### src/rtl/itr_ctrl.sv
// itr_ctrl: multi-source vectored interrupt controller with nesting.
// Prioritises NITR maskable request lines, drives a one-cycle itr pulse with a
// per-source vector address, and keeps a hardware return-address stack so
// interrupts can nest up to NEST levels deep.
module itr_ctrl #(
  parameter int MINSTW = 9,    // instruction address width
  parameter int NITR   = 4,    // number of interrupt sources
  parameter int NEST   = 2,    // maximum nesting depth
  parameter int EDGE   = 1,    // 1 = rising-edge capture, 0 = level-sensitive
  parameter int VBASE  = 480,  // vector table base address
  parameter int VSTEP  = 8     // spacing between vectors
) (
  input  logic                       clk,
  input  logic                       rst,
  input  logic [NITR-1:0]            irq,
  input  logic                       itr_en,
  input  logic                       mask_wr,
  input  logic [NITR-1:0]            mask_in,
  input  logic [MINSTW-1:0]          pc_addr,
  input  logic                       rti,
  output logic                       itr,
  output logic [MINSTW-1:0]          itr_vec,
  output logic [MINSTW-1:0]          rti_addr,
  output logic [NITR-1:0]            pend,
  output logic [$clog2(NEST+1)-1:0]  depth,
  output logic                       err
);

  localparam int DW = $clog2(NEST + 1);
  localparam int PW = $clog2(NITR);
  localparam int SW = (NEST > 1) ? $clog2(NEST) : 1;
  localparam logic [DW-1:0] NEST_D = DW'(NEST);

  typedef enum logic [1:0] {
    S_IDLE,  // no interrupt active, depth = 0
    S_FIRE,  // itr pulse cycle; push happens at the end of it
    S_NEST   // at least one handler active
  } state_t;

  state_t            state_q;
  state_t            state_d;

  logic [NITR-1:0]   irq_q;
  logic [NITR-1:0]   mask;
  logic [PW-1:0]     cand_q;

  logic              cand_valid;
  logic [PW-1:0]     cand_id;
  logic [NITR-1:0]   fire_clr;
  logic              fire_ok;

  logic              do_fire;
  logic              do_push;
  logic              do_pop;
  logic              rti_err;

  logic [SW-1:0]     push_idx;
  logic [SW-1:0]     top_idx;
  logic [SW-1:0]     below_idx;
  logic [PW-1:0]     pri_top;

  logic [MINSTW-1:0] ret_stack [NEST];
  logic [PW-1:0]     pri_stack [NEST];

  // Pick the highest-priority (lowest index) unmasked pending source.
  always_comb begin
    // NOTE: every signal written here gets a default first, so no path can
    // leave it unassigned and infer a latch.
    cand_valid = 1'b0;
    cand_id    = '0;
    for (int i = NITR - 1; i >= 0; i--) begin
      if (pend[i] && !mask[i] && itr_en) begin
        cand_valid = 1'b1;
        cand_id    = PW'(i);
      end
    end
  end

  // Stack pointers derived from the current depth, and the fire decision.
  always_comb begin
    push_idx  = SW'(depth);
    top_idx   = SW'(depth - DW'(1));
    below_idx = SW'(depth - DW'(2));
    pri_top   = pri_stack[top_idx];
    // Preemption needs strictly higher priority than the active handler.
    fire_ok   = cand_valid && (depth < NEST_D) && (state_q != S_FIRE) && !rti &&
                ((depth == '0) || (cand_id < pri_top));
    fire_clr  = do_fire ? (NITR'(1) << cand_id) : '0;
  end

  // State register.
  always_ff @(posedge clk) begin
    // NOTE: sequential state uses non-blocking assignments so every register
    // samples the pre-edge values regardless of statement order.
    if (rst) state_q <= S_IDLE;
    else     state_q <= state_d;
  end

  // Next-state logic and datapath strobes.
  always_comb begin
    state_d = state_q;
    do_fire = 1'b0;
    do_push = 1'b0;
    do_pop  = 1'b0;
    rti_err = 1'b0;
    unique case (state_q)
      S_IDLE: begin
        if (rti) begin
          rti_err = 1'b1;              // nothing to return from
        end else if (fire_ok) begin
          do_fire = 1'b1;
          state_d = S_FIRE;
        end
      end
      S_FIRE: begin
        do_push = 1'b1;
        state_d = S_NEST;
        if (rti) rti_err = 1'b1;       // return during the vector cycle is illegal
      end
      S_NEST: begin
        if (rti) begin
          do_pop = 1'b1;
          if (depth == DW'(1)) state_d = S_IDLE;
        end else if (fire_ok) begin
          do_fire = 1'b1;
          state_d = S_FIRE;
        end
      end
      default: state_d = S_IDLE;
    endcase
  end

  // Capture, mask, vector, depth, return-address and error registers.
  always_ff @(posedge clk) begin
    if (rst) begin
      irq_q    <= '0;
      pend     <= '0;
      mask     <= '1;
      itr      <= 1'b0;
      itr_vec  <= '0;
      cand_q   <= '0;
      depth    <= '0;
      rti_addr <= '0;
      err      <= 1'b0;
    end else begin
      irq_q <= irq;
      if (EDGE != 0) begin
        // A new rising edge wins over the clear from firing the same source.
        pend <= (pend & ~fire_clr) | (irq & ~irq_q);
      end else begin
        pend <= irq;
      end

      if (mask_wr) mask <= mask_in;

      itr <= do_fire;
      if (do_fire) begin
        itr_vec <= MINSTW'(VBASE + int'(cand_id) * VSTEP);
        cand_q  <= cand_id;
      end

      if (do_push) begin
        depth    <= depth + DW'(1);
        rti_addr <= pc_addr;
      end else if (do_pop) begin
        depth <= depth - DW'(1);
        if (32'(depth) >= 32'd2) rti_addr <= ret_stack[below_idx];
        else                     rti_addr <= '0;
      end

      if (rti_err) err <= 1'b1;
    end
  end

  // Return-address and priority stacks.
  always_ff @(posedge clk) begin
    // NOTE: stack storage has no reset; depth alone says which entries are
    // valid, so clearing depth empties the stacks.
    if (do_push) begin
      ret_stack[push_idx] <= pc_addr;
      pri_stack[push_idx] <= cand_q;
    end
  end

endmodule

### config.mk
export PLATFORM = sky130hd
export DESIGN_NAME = itr_ctrl
export DESIGN_NICKNAME = d
export VERILOG_FILES = /design/src/rtl/itr_ctrl.sv
export SDC_FILE = /design/constraint.sdc
export NUM_CORES = 1
export LEC_CHECK = 0
export ABC_AREA = 1
export BUFFER_PORTS_ARGS = -buffer_cell sky130_fd_sc_hd__buf_2
export CAP_MARGIN = 30
export CORE_MARGIN = 2
export CORE_UTILIZATION = 25
export CTS_CLUSTER_DIAMETER = 30
export DETAILED_ROUTE_END_ITERATION = 12
export PLACE_DENSITY = 0.4
export SLEW_MARGIN = 10
export SYNTH_ARGS = -nofsm -noshare
export SYNTH_HDL_FRONTEND = slang
export SYNTH_SLANG_ARGS = --single-unit
### constraint.sdc
create_clock -name clk -period 2.1 [get_ports clk]
set_input_delay 0.105 -clock clk [delete_from_list [all_inputs] [get_ports clk]]
set_output_delay 0.105 -clock clk [all_outputs]
set_load 0.01 [all_outputs]
==> results of run 1 <==
cell type report:
class / instances / area [µm²]
repair buffers: 62 / 378
inverters: 26 / 97.6
multi-input cells: 160 / 793
clock buffers: 6 / 82.6
clock inverters: 2 / 37.5
fillers: 908 / 5920
well taps: 108 / 135
flip-flops and latches: 53 / 1280
layer usage:
layer | global-route usage (%) | vias up | share of wire [%]
li1 | - | 915 | -
met1 | 13.2 | 786 | 48
met2 | 18.2 | 42 | 46
met3 | 2.62 | 5 | 4.7
met4 | 3.06 | 0 | 0.88
met5 | 0 | - | 0
metrics by stage:
stage / std cells / power [mW] / instance area, µm² / hold WS [ns] / util, %
floorplan: 252 / 1.28 / 2250 / 0.204 / -
global placement: 400 / 1.37 / 2590 / 0.312 / 29.8
detailed placement: 400 / 1.37 / 2590 / 0.318 / 29.8
CTS: 414 / 2.11 / 2780 / 0.00111 / 31.8
global route: 417 / 2.17 / 2810 / 0.00724 / 32.2
finish: 417 / 2.08 / 2810 / 0.0144 / 32.2
cells by family after synthesis:
| kind of cell | count (synthesis) | synth area share, % |
|---|---|---|
| and+or+nand+nor | 115 | 22.3 |
| DFF | 53 | 57.2 |
| buffers and inverters | 39 | 7.76 |
| AOI/OAI and AO/OA | 37 | 9.88 |
| adders and majority gates | 4 | 2.23 |
| muxes | 1 | 0.447 |
| other | 1 | 0.167 |
worst min-delay path by stage:
stage,startpoint,endpoint,slack [ns],depth (start not counted)
global placement,mask_in[0],mask[0]$_SDFFE_PP1P_,0.31,3
floorplan,pc_addr[0],ret_stack[0][0]$_DFFE_PP_,0.20,0
detailed placement,mask_in[0],mask[0]$_SDFFE_PP1P_,0.32,3
global route,pc_addr[7],ret_stack[0][7]$_DFFE_PP_,0.007,1
finish,pc_addr[4],ret_stack[1][4]$_DFFE_PP_,0.01,1
CTS,pc_addr[3],ret_stack[0][3]$_DFFE_PP_,0.001,1
cells in the final DEF, fill, tap and decap left out:
| master | netlist | routed |
|---|---|---|
| bufinv_16 | 0 | 1 |
| buf_4 | 7 | 9 |
| ha_1 | 4 | 4 |
| a21oi_2 | 1 | 1 |
| nand2_4 | 2 | 2 |
| nor2_2 | 2 | 2 |
| inv_1 | 21 | 21 |
| o211ai_1 | 1 | 1 |
| o21bai_1 | 3 | 3 |
| nand2_2 | 7 | 7 |
| o21ai_0 | 4 | 4 |
| nand3_4 | 1 | 1 |
| edfxtp_1 | 22 | 22 |
| mux2i_1 | 1 | 1 |
| clkinv_1 | 2 | 2 |
| a21oi_4 | 1 | 1 |
| a31oi_1 | 9 | 9 |
| dfxtp_1 | 31 | 31 |
| nand4_1 | 3 | 3 |
| inv_2 | 3 | 3 |
| a21oi_1 | 15 | 15 |
| clkinvlp_4 | 0 | 1 |
| clkbuf_8 | 0 | 6 |
| nand3_1 | 8 | 8 |
| nand2_1 | 75 | 75 |
| o21ai_1 | 3 | 3 |
| conb_1 | 1 | 3 |
| buf_2 | 1 | 44 |
| nor2_1 | 17 | 17 |
| dlygate4sd3_1 | 0 | 9 |
flip-flops by register name (all words and copies together), names as in the netlist, 2 cells and up, named ones only:
| name | cells |
|---|---|
| mask | 4 |
| depth | 2 |
| pend | 4 |
| rti_addr | 9 |
| state_q | 2 |
| irq_q | 4 |
| itr_vec | 2 |
| ret_stack | 18 |
| pri_stack | 4 |
where the power goes:
part,switching (mW),total (mW),internal (mW)
sequential,0.0194,1.12,1.11
clock,0.339,0.727,0.388
combinational,0.134,0.225,0.0912
total,0.492,2.08,1.58
critical path: cells and delay by family, from the launching register on:
family | cells | cell delay, ns
adders and majority gates | 1 | 0.26
AOI/OAI and AO/OA | 2 | 0.31
DFF | 1 | 0.35
and+or+nand+nor | 8 | 0.68
==> impl_metrics.ini, run 1 <==
[global_route]
grt_pass1_wl_um = 8040
antenna_found_initial = 0
grt_pass1_vias = 1687
track_usage_pct = 10.6
gr-total-overflow = 0
grt_max_degree = 21

[route]
drcViolationCount = 0
drt_iter0_markers = 24
wl_um = 4980
routedWlPerCell_um = 11.9
ant_nets = 0
viasPerCell = 4.19
vias = 1748
first_pass_iters = 4

[clock_network]
tritoncts = built
cts.sinks = 53
ctsHoldBuffers = 6
clk_pin_slew_ns = 0.10
clock_latency_ns = 0.31
post_cts_buffers = 0
htreeDepth = 2
cts_buffers = 5
cts_resized = 0
ctsRootBufferMaster = clkbuf_8
clock_path_buffers = 2

[die]
die_h_um = 98.7
core-area_um2 = 8720
die_w_um = 98.7
ios = 48
initial_core_util_pct = 25.7
rows = 34
fp.dieArea_um2 = 9740

[synthesis]
synth_edf_count = 22
synth.distinct_cells = 28
yosysSeqAreaShare_pct = 57.2
netlist_instances = 250
yosysTopAreaCellShare_pct = 29.5
synth_top_cell_by_area = edfxtp_1
async_flop_share_pct = 0
synth_top_cells_by_count = nand2_1 (75), dfxtp_1 (31), edfxtp_1 (22)
synth_area_per_cell_um2 = 8.96
synthTopCellsByArea = edfxtp_1 (29%), dfxtp_1 (28%), nand2_1 (13%), inv_1 (3.5%), a21oi_1 (3.4%)
ys.warnings.count = 0
yosysMostFrequentCell = nand2_1
synth.cell_area_um2 = 2240
ys.flop_type = dfxtp_1
ys_seq_elements = 53

[timing]
layout_setup_ws_ns = 0.382
drv_slew = 0
setup_violations = 0
clock_skew_ns = 0.0127
max_freq_ghz = 0.582
layout_min_cycle_time_ns = 1.72
finalCritPeriodShare_pct = 81.8
setup-tns-final_ns = 0
rsz0062_at_grt = false
finalHoldViolCount = 0

[critical_path]
cp_data_required_time_ns = 2.30
timing.rr.start = pend[3]$_SDFF_PP0_
arrival_ns = 1.91
cpPeakStageDelay_ns = 0.35
reg2reg_slack_ns = 0.38
r2r-end = pend[3]$_SDFF_PP0_
crit_start = pend[3]$_SDFF_PP0_
crit_end = pend[3]$_SDFF_PP0_
cp-end-kind = register
cp-start-kind = register
worstSetupPathType = reg2reg
cpMaxStageDelayCell = dfxtp_1
r2r_cells = 11
crit_chain = nand2_1 -> o21ai_1 -> nand2_1 -> nor2_1 -> ha_1 -> nand2_2 -> nand2_2 -> nand2_4 -> nand3_4 -> o21bai_1 -> nand2_1
crit_top_cell = nand2_1
crit_fanout = 8

[cells_and_area]
synthToLayoutAreaGrowth_pct = 25.2
layout-drive-gt1-share_pct = 25.2
final_nets = 334
antenna_cells = 0

[placed_design]
hpwlAfterDp_um = 3510
pre_cts_slack_ns = 0.365
gp_congestion = 0.737
port_buffers = 44

[flow_run]
maxCapViolations = 0

[run_status]
status = finished, final reports clean

[min_path]
hp-class = in2reg

[power_and_ir_drop]
p_leak_nw = 1.21
power.density_nw_per_um2 = 740
ir_drop_v = 0.000317
(Power assumes the default switching activity.)
==> run 2, diff against run 1 <==
- PLACE_DENSITY: 0.4 -> 0.41
- clock period: 2.1 -> 1.55 ns (I/O delays scaled with it)
==> impl_metrics.ini, run 2 (synthesis results as in run 1) <==
[run_status]
status = complete, but fails checks
violations = setup timing

[timing]
layout_min_cycle_time_ns = 1.66
layout_setup_ws_ns = -0.105
finalCritPeriodShare_pct = 107
max_freq_ghz = 0.604
clock_skew_ns = 0.00776
setup_violations = 6
finalHoldViolCount = 0
setup-tns-final_ns = -0.474
rsz0062_at_grt = true
drv_slew = 0

[cells_and_area]
final_cell_mix = nand2_1 (74), buf_2 (44), dfxtp_1 (29)
final_util_pct = 34.5
mostFrequentLayoutCell = nand2_1
layout-drive-gt1-share_pct = 30.3
antenna_cells = 0
fin_area_um2 = 3010
largest-register = ret_stack
final_nets = 355
reg.largest.list = ret_stack (18), rti_addr (9)
synthToLayoutAreaGrowth_pct = 34.2
largest_reg_flops = 18

[global_route]
grt_max_degree = 21
grt_pass1_vias = 1759
antenna_found_initial = 0
gr-total-overflow = 0
grt_pass1_wl_um = 8350
track_usage_pct = 11.0

[critical_path]
crit_top_cell = nand2_2
cp_data_required_time_ns = 1.76
cp-end-kind = register
timing.rr.start = pend[3]$_SDFF_PP0_
crit_chain = nand2_2 -> o21ai_2 -> nand2_1 -> nor2_2 -> ha_1 -> nand2_2 -> nand2_2 -> nand2_4 -> nand3_4 -> o21bai_1 -> nand2_1
cpPeakStageDelay_ns = 0.35
cpMaxStageDelayCell = dfxtp_2
r2r_cells = 11
cp-start-kind = register
reg2reg_slack_ns = -0.11
arrival_ns = 1.86
crit_fanout = 8
worstSetupPathType = reg2reg
r2r-end = pend[0]$_SDFF_PP0_

[die]
die_h_um = 98.7
fp.dieArea_um2 = 9740
die_w_um = 98.7
initial_core_util_pct = 25.7
core-area_um2 = 8720
ios = 48
rows = 34

[route]
first_pass_iters = 6
ant_nets = 0
viasPerCell = 4.13
wl_um = 5110
drcViolationCount = 0
routedWlPerCell_um = 11.7
drt_iter0_markers = 31
vias = 1808

[placed_design]
hpwlAfterDp_um = 3480
placed_area_um2 = 2680
port_buffers = 44
gp_congestion = 0.705

[power_and_ir_drop]
ir_drop_v = 0.000310
p_seq_share_pct = 53.1
swShare_pct = 23.7
clkPwrFrac_pct = 34.4
switchingPower_mw = 0.681
p_int_mw = 2.19
p_total_mw = 2.87
comb_power_share_pct = 12.5
p_leak_nw = 1.31
power.density_nw_per_um2 = 954

[flow_run]
maxCapViolations = 0

[min_path]
hp-class = in2reg
min_to = mask[2]$_SDFFE_PP1P_
min-delay-start = mask_wr
worstHoldPathCells = 2

[clock_network]
tritoncts = built
clk_pin_slew_ns = 0.09
clock_latency_ns = 0.31
cts.sinks = 53
ctsRootBufferMaster = clkbuf_8
cts_buffers = 5
clock_path_buffers = 2
htreeDepth = 2
[run 2: how the worst max path moves through the flow]
| stage | slack (ns) | cells after the start | startpoint | end |
|---|---|---|---|---|
| 3_3_place_gp | -0.12 | 11 | pend[3]$_SDFF_PP0_ | pend[2]$_SDFF_PP0_ |
| 4_1_cts | -0.12 | 11 | pend[3]$_SDFF_PP0_ | pend[0]$_SDFF_PP0_ |
| 2_1_floorplan | -0.11 | 11 | pend[3]$_SDFF_PP0_ | pend[2]$_SDFF_PP0_ |
| 5_1_grt | -0.27 | 12 | pend[3]$_SDFF_PP0_ | pend[1]$_SDFF_PP0_ |
| 6_report | -0.11 | 11 | pend[3]$_SDFF_PP0_ | pend[0]$_SDFF_PP0_ |
| 3_5_place_dp | -0.17 | 12 | mask[2]$_SDFFE_PP1P_ | pend[3]$_SDFF_PP0_ |
[run 2: power by group through the flow]
stage / combinational (mW) / clock (mW) / sequential, mW
after floorplan: 0.171 / 0 / 1.57
after global placement: 0.322 / 0 / 1.55
after detailed placement: 0.322 / 0 / 1.55
after CTS: 0.361 / 1.03 / 1.52
after global routing: 0.405 / 1.08 / 1.53
final: 0.358 / 0.985 / 1.52
[run 2: worst max-delay path: cells and delay by family (launching register included)]
family	cells	cell delay, ns
AND/OR/NAND/NOR	8	0.65
flip-flops	1	0.35
AO/OA/AOI/OAI	2	0.29
adder cells (fa/ha/maj)	1	0.25
[run 2: cell type report]
class	count	area, µm²
fill	925	5710
sequential	53	1280
multi-input combinational	160	807
timing repair buffer	83	559
tap	108	135
inverter	26	101
clock buffer	6	82.6
clock inverter	2	37.5
[run 2: stage by stage]
step / instances / setup slack [ns] / hold slack (ns)
finish: 438 / -0.105 / 0.0267
global route: 438 / -0.273 / 0.0368
CTS: 437 / -0.119 / 0.0209
detailed placement: 410 / -0.173 / 0.289
global placement: 410 / -0.123 / 0.287
floorplan: 252 / -0.109 / 0.176
[run 2: per-layer routing]
| metal | vias up | part of all wire (%) | GRT usage (%) |
|---|---|---|---|
| li1 | 955 | - | - |
| met2 | 42 | 47 | 18.4 |
| met5 | - | 0 | 0 |
| met3 | 7 | 4.4 | 2.55 |
| met4 | 0 | 1.1 | 3.16 |
| met1 | 804 | 47 | 14.2 |
[run 2: timing repair]
item                                    in CTS  in global routing
cloned                                       0                  0
endpoints found under the hold margin       26                  0
hold buffers                                17                  0
resized for setup                            3                  4
setup buffers                                2                  1
endpoints found under the setup margin      10                 19
pin swaps                                    9                 12
==> run 3, diff against run 2 <==
- PLACE_DENSITY: 0.41 -> 0.55
- SETUP_SLACK_MARGIN: unset -> 0.02
==> impl_metrics.ini, run 3 (synthesis results as in run 1) <==
[run_status]
status = complete, but fails checks
violations = setup timing

[placed_design]
hpwlAfterDp_um = 3600
dpl.cell_count = 410
gp_congestion = 0.786
port_buffers = 44

[cells_and_area]
largest_reg_flops = 18
final_cell_mix = nand2_1 (74), buf_2 (44), dfxtp_1 (29)
mostFrequentLayoutCell = nand2_1
largest-register = ret_stack
reg.largest.list = ret_stack (18), rti_addr (9)
final_util_pct = 34.6
fill_cells = 898
final_cells = 443
antenna_cells = 0
final_nets = 360
layout-drive-gt1-share_pct = 31.6
synthToLayoutAreaGrowth_pct = 34.6

[route]
drt_iter0_markers = 58
ant_nets = 0
first_pass_iters = 4
wl_um = 5110
routedWlPerCell_um = 11.5
vias = 1887
viasPerCell = 4.26
drcViolationCount = 0

[power_and_ir_drop]
p_total_mw = 2.66
p_seq_share_pct = 57.3
p_int_mw = 1.99
ir_drop_v = 0.000380
switchingPower_mw = 0.670
swShare_pct = 25.2
clkPwrFrac_pct = 28.9
power.density_nw_per_um2 = 883
comb_power_share_pct = 13.8
p_leak_nw = 1.32

[critical_path]
worstSetupPathType = reg2reg
arrival_ns = 1.82
cp_data_required_time_ns = 1.74
crit_fanout = 7
cp-end-kind = register
cp-start-kind = register
reg2reg_slack_ns = -0.08

[timing]
layout_min_cycle_time_ns = 1.63
finalCritPeriodShare_pct = 105
setup_violations = 9
hold_ws_ns = 0.0451
drv_slew = 0
clock_skew_ns = 0.0115
finalHoldViolCount = 0
layout_setup_ws_ns = -0.0779
rsz0062_at_grt = true
max_freq_ghz = 0.614

[clock_network]
ctsRootBufferMaster = clkbuf_8
tritoncts = built
clock_path_buffers = 2
cts_buffers = 5
clock_latency_ns = 0.30
clk_pin_slew_ns = 0.08
cts.sinks = 53
htreeDepth = 2

[min_path]
hp-class = in2reg

[die]
die_w_um = 98.7
die_h_um = 98.7
ios = 48
fp.dieArea_um2 = 9740
rows = 34
initial_core_util_pct = 25.7
core-area_um2 = 8720

[global_route]
gr-total-overflow = 0
antenna_found_initial = 1
track_usage_pct = 10.6
grt_pass1_vias = 1785
grt_pass1_wl_um = 8300
grt_max_degree = 21

[flow_run]
maxCapViolations = 0
run 3: power by group through the flow:
stage                     Combinational (mW)  Clock [mW]  Sequential [mW]
final                                  0.367       0.770             1.53
after global routing                   0.413       0.853             1.53
after CTS                              0.361       0.806             1.53
after detailed placement               0.315           0             1.56
after global placement                 0.312           0             1.56
after floorplan                        0.172           0             1.57
run 3: area by class of cell:
type | count | area (µm²) | area share (%)
repair buffers | 88 | 593 | 19.7
clock buffers | 6 | 72.6 | 2.41
clock inverters | 2 | 13.8 | 0.456
multi-input cells | 160 | 817 | 27.1
flip-flops and latches | 53 | 1280 | 42.6
well taps | 108 | 135 | 4.48
inverters | 26 | 101 | 3.36
run 3: worst paths after layout:
kind,start,end,cells after the start
hold / removal,mask_wr,mask[2]$_SDFFE_PP1P_,2
hold reg to reg,irq_q[0]$_SDFF_PP0_,pend[0]$_SDFF_PP0_,3
setup reg to reg,pend[3]$_SDFF_PP0_,pend[3]$_SDFF_PP0_,11
setup / recovery,pend[3]$_SDFF_PP0_,pend[3]$_SDFF_PP0_,11
run 3: repair_timing:
action                     CTS  global route
resized for setup            3             5
setup endpoints to repair   10            12
buffers inserted             5             3
pin swaps                    9             6
hold endpoints to repair    26             0
hold buffers                17             0
run 3: metal layers:
layer	routed length, µm	global-route usage (%)	up-vias
li1	-	-	972
met1	2270	13.3	866
met2	2500	18.2	44
met3	302	3.48	5
met4	32	2.11	0
met5	0	0	-
run 3: through the flow:
step	area (µm²)	worst slack, ns	TNS [ns]
2_1_floorplan	2250	-0.109	-0.450
3_3_place_gp	2680	-0.0805	-0.265
4_1_cts	2980	-0.0710	-0.266
5_1_grt	3020	-0.231	-1.82
3_5_place_dp	2680	-0.118	-0.432
6_report	3020	-0.0779	-0.533
run 3: worst max-delay path, cell delays in order, from the launching register on:
cell and delay [ns]:
dfxtp_2 0.34, nand2_2 0.07, o21ai_2 0.13, nand2_1 0.09, nor2_2 0.13, ha_1 0.25, nand2_2 0.07, nand2_2 0.06
nand2_4 0.09, nand3_4 0.11, o21bai_1 0.15, nand2_1 0.05
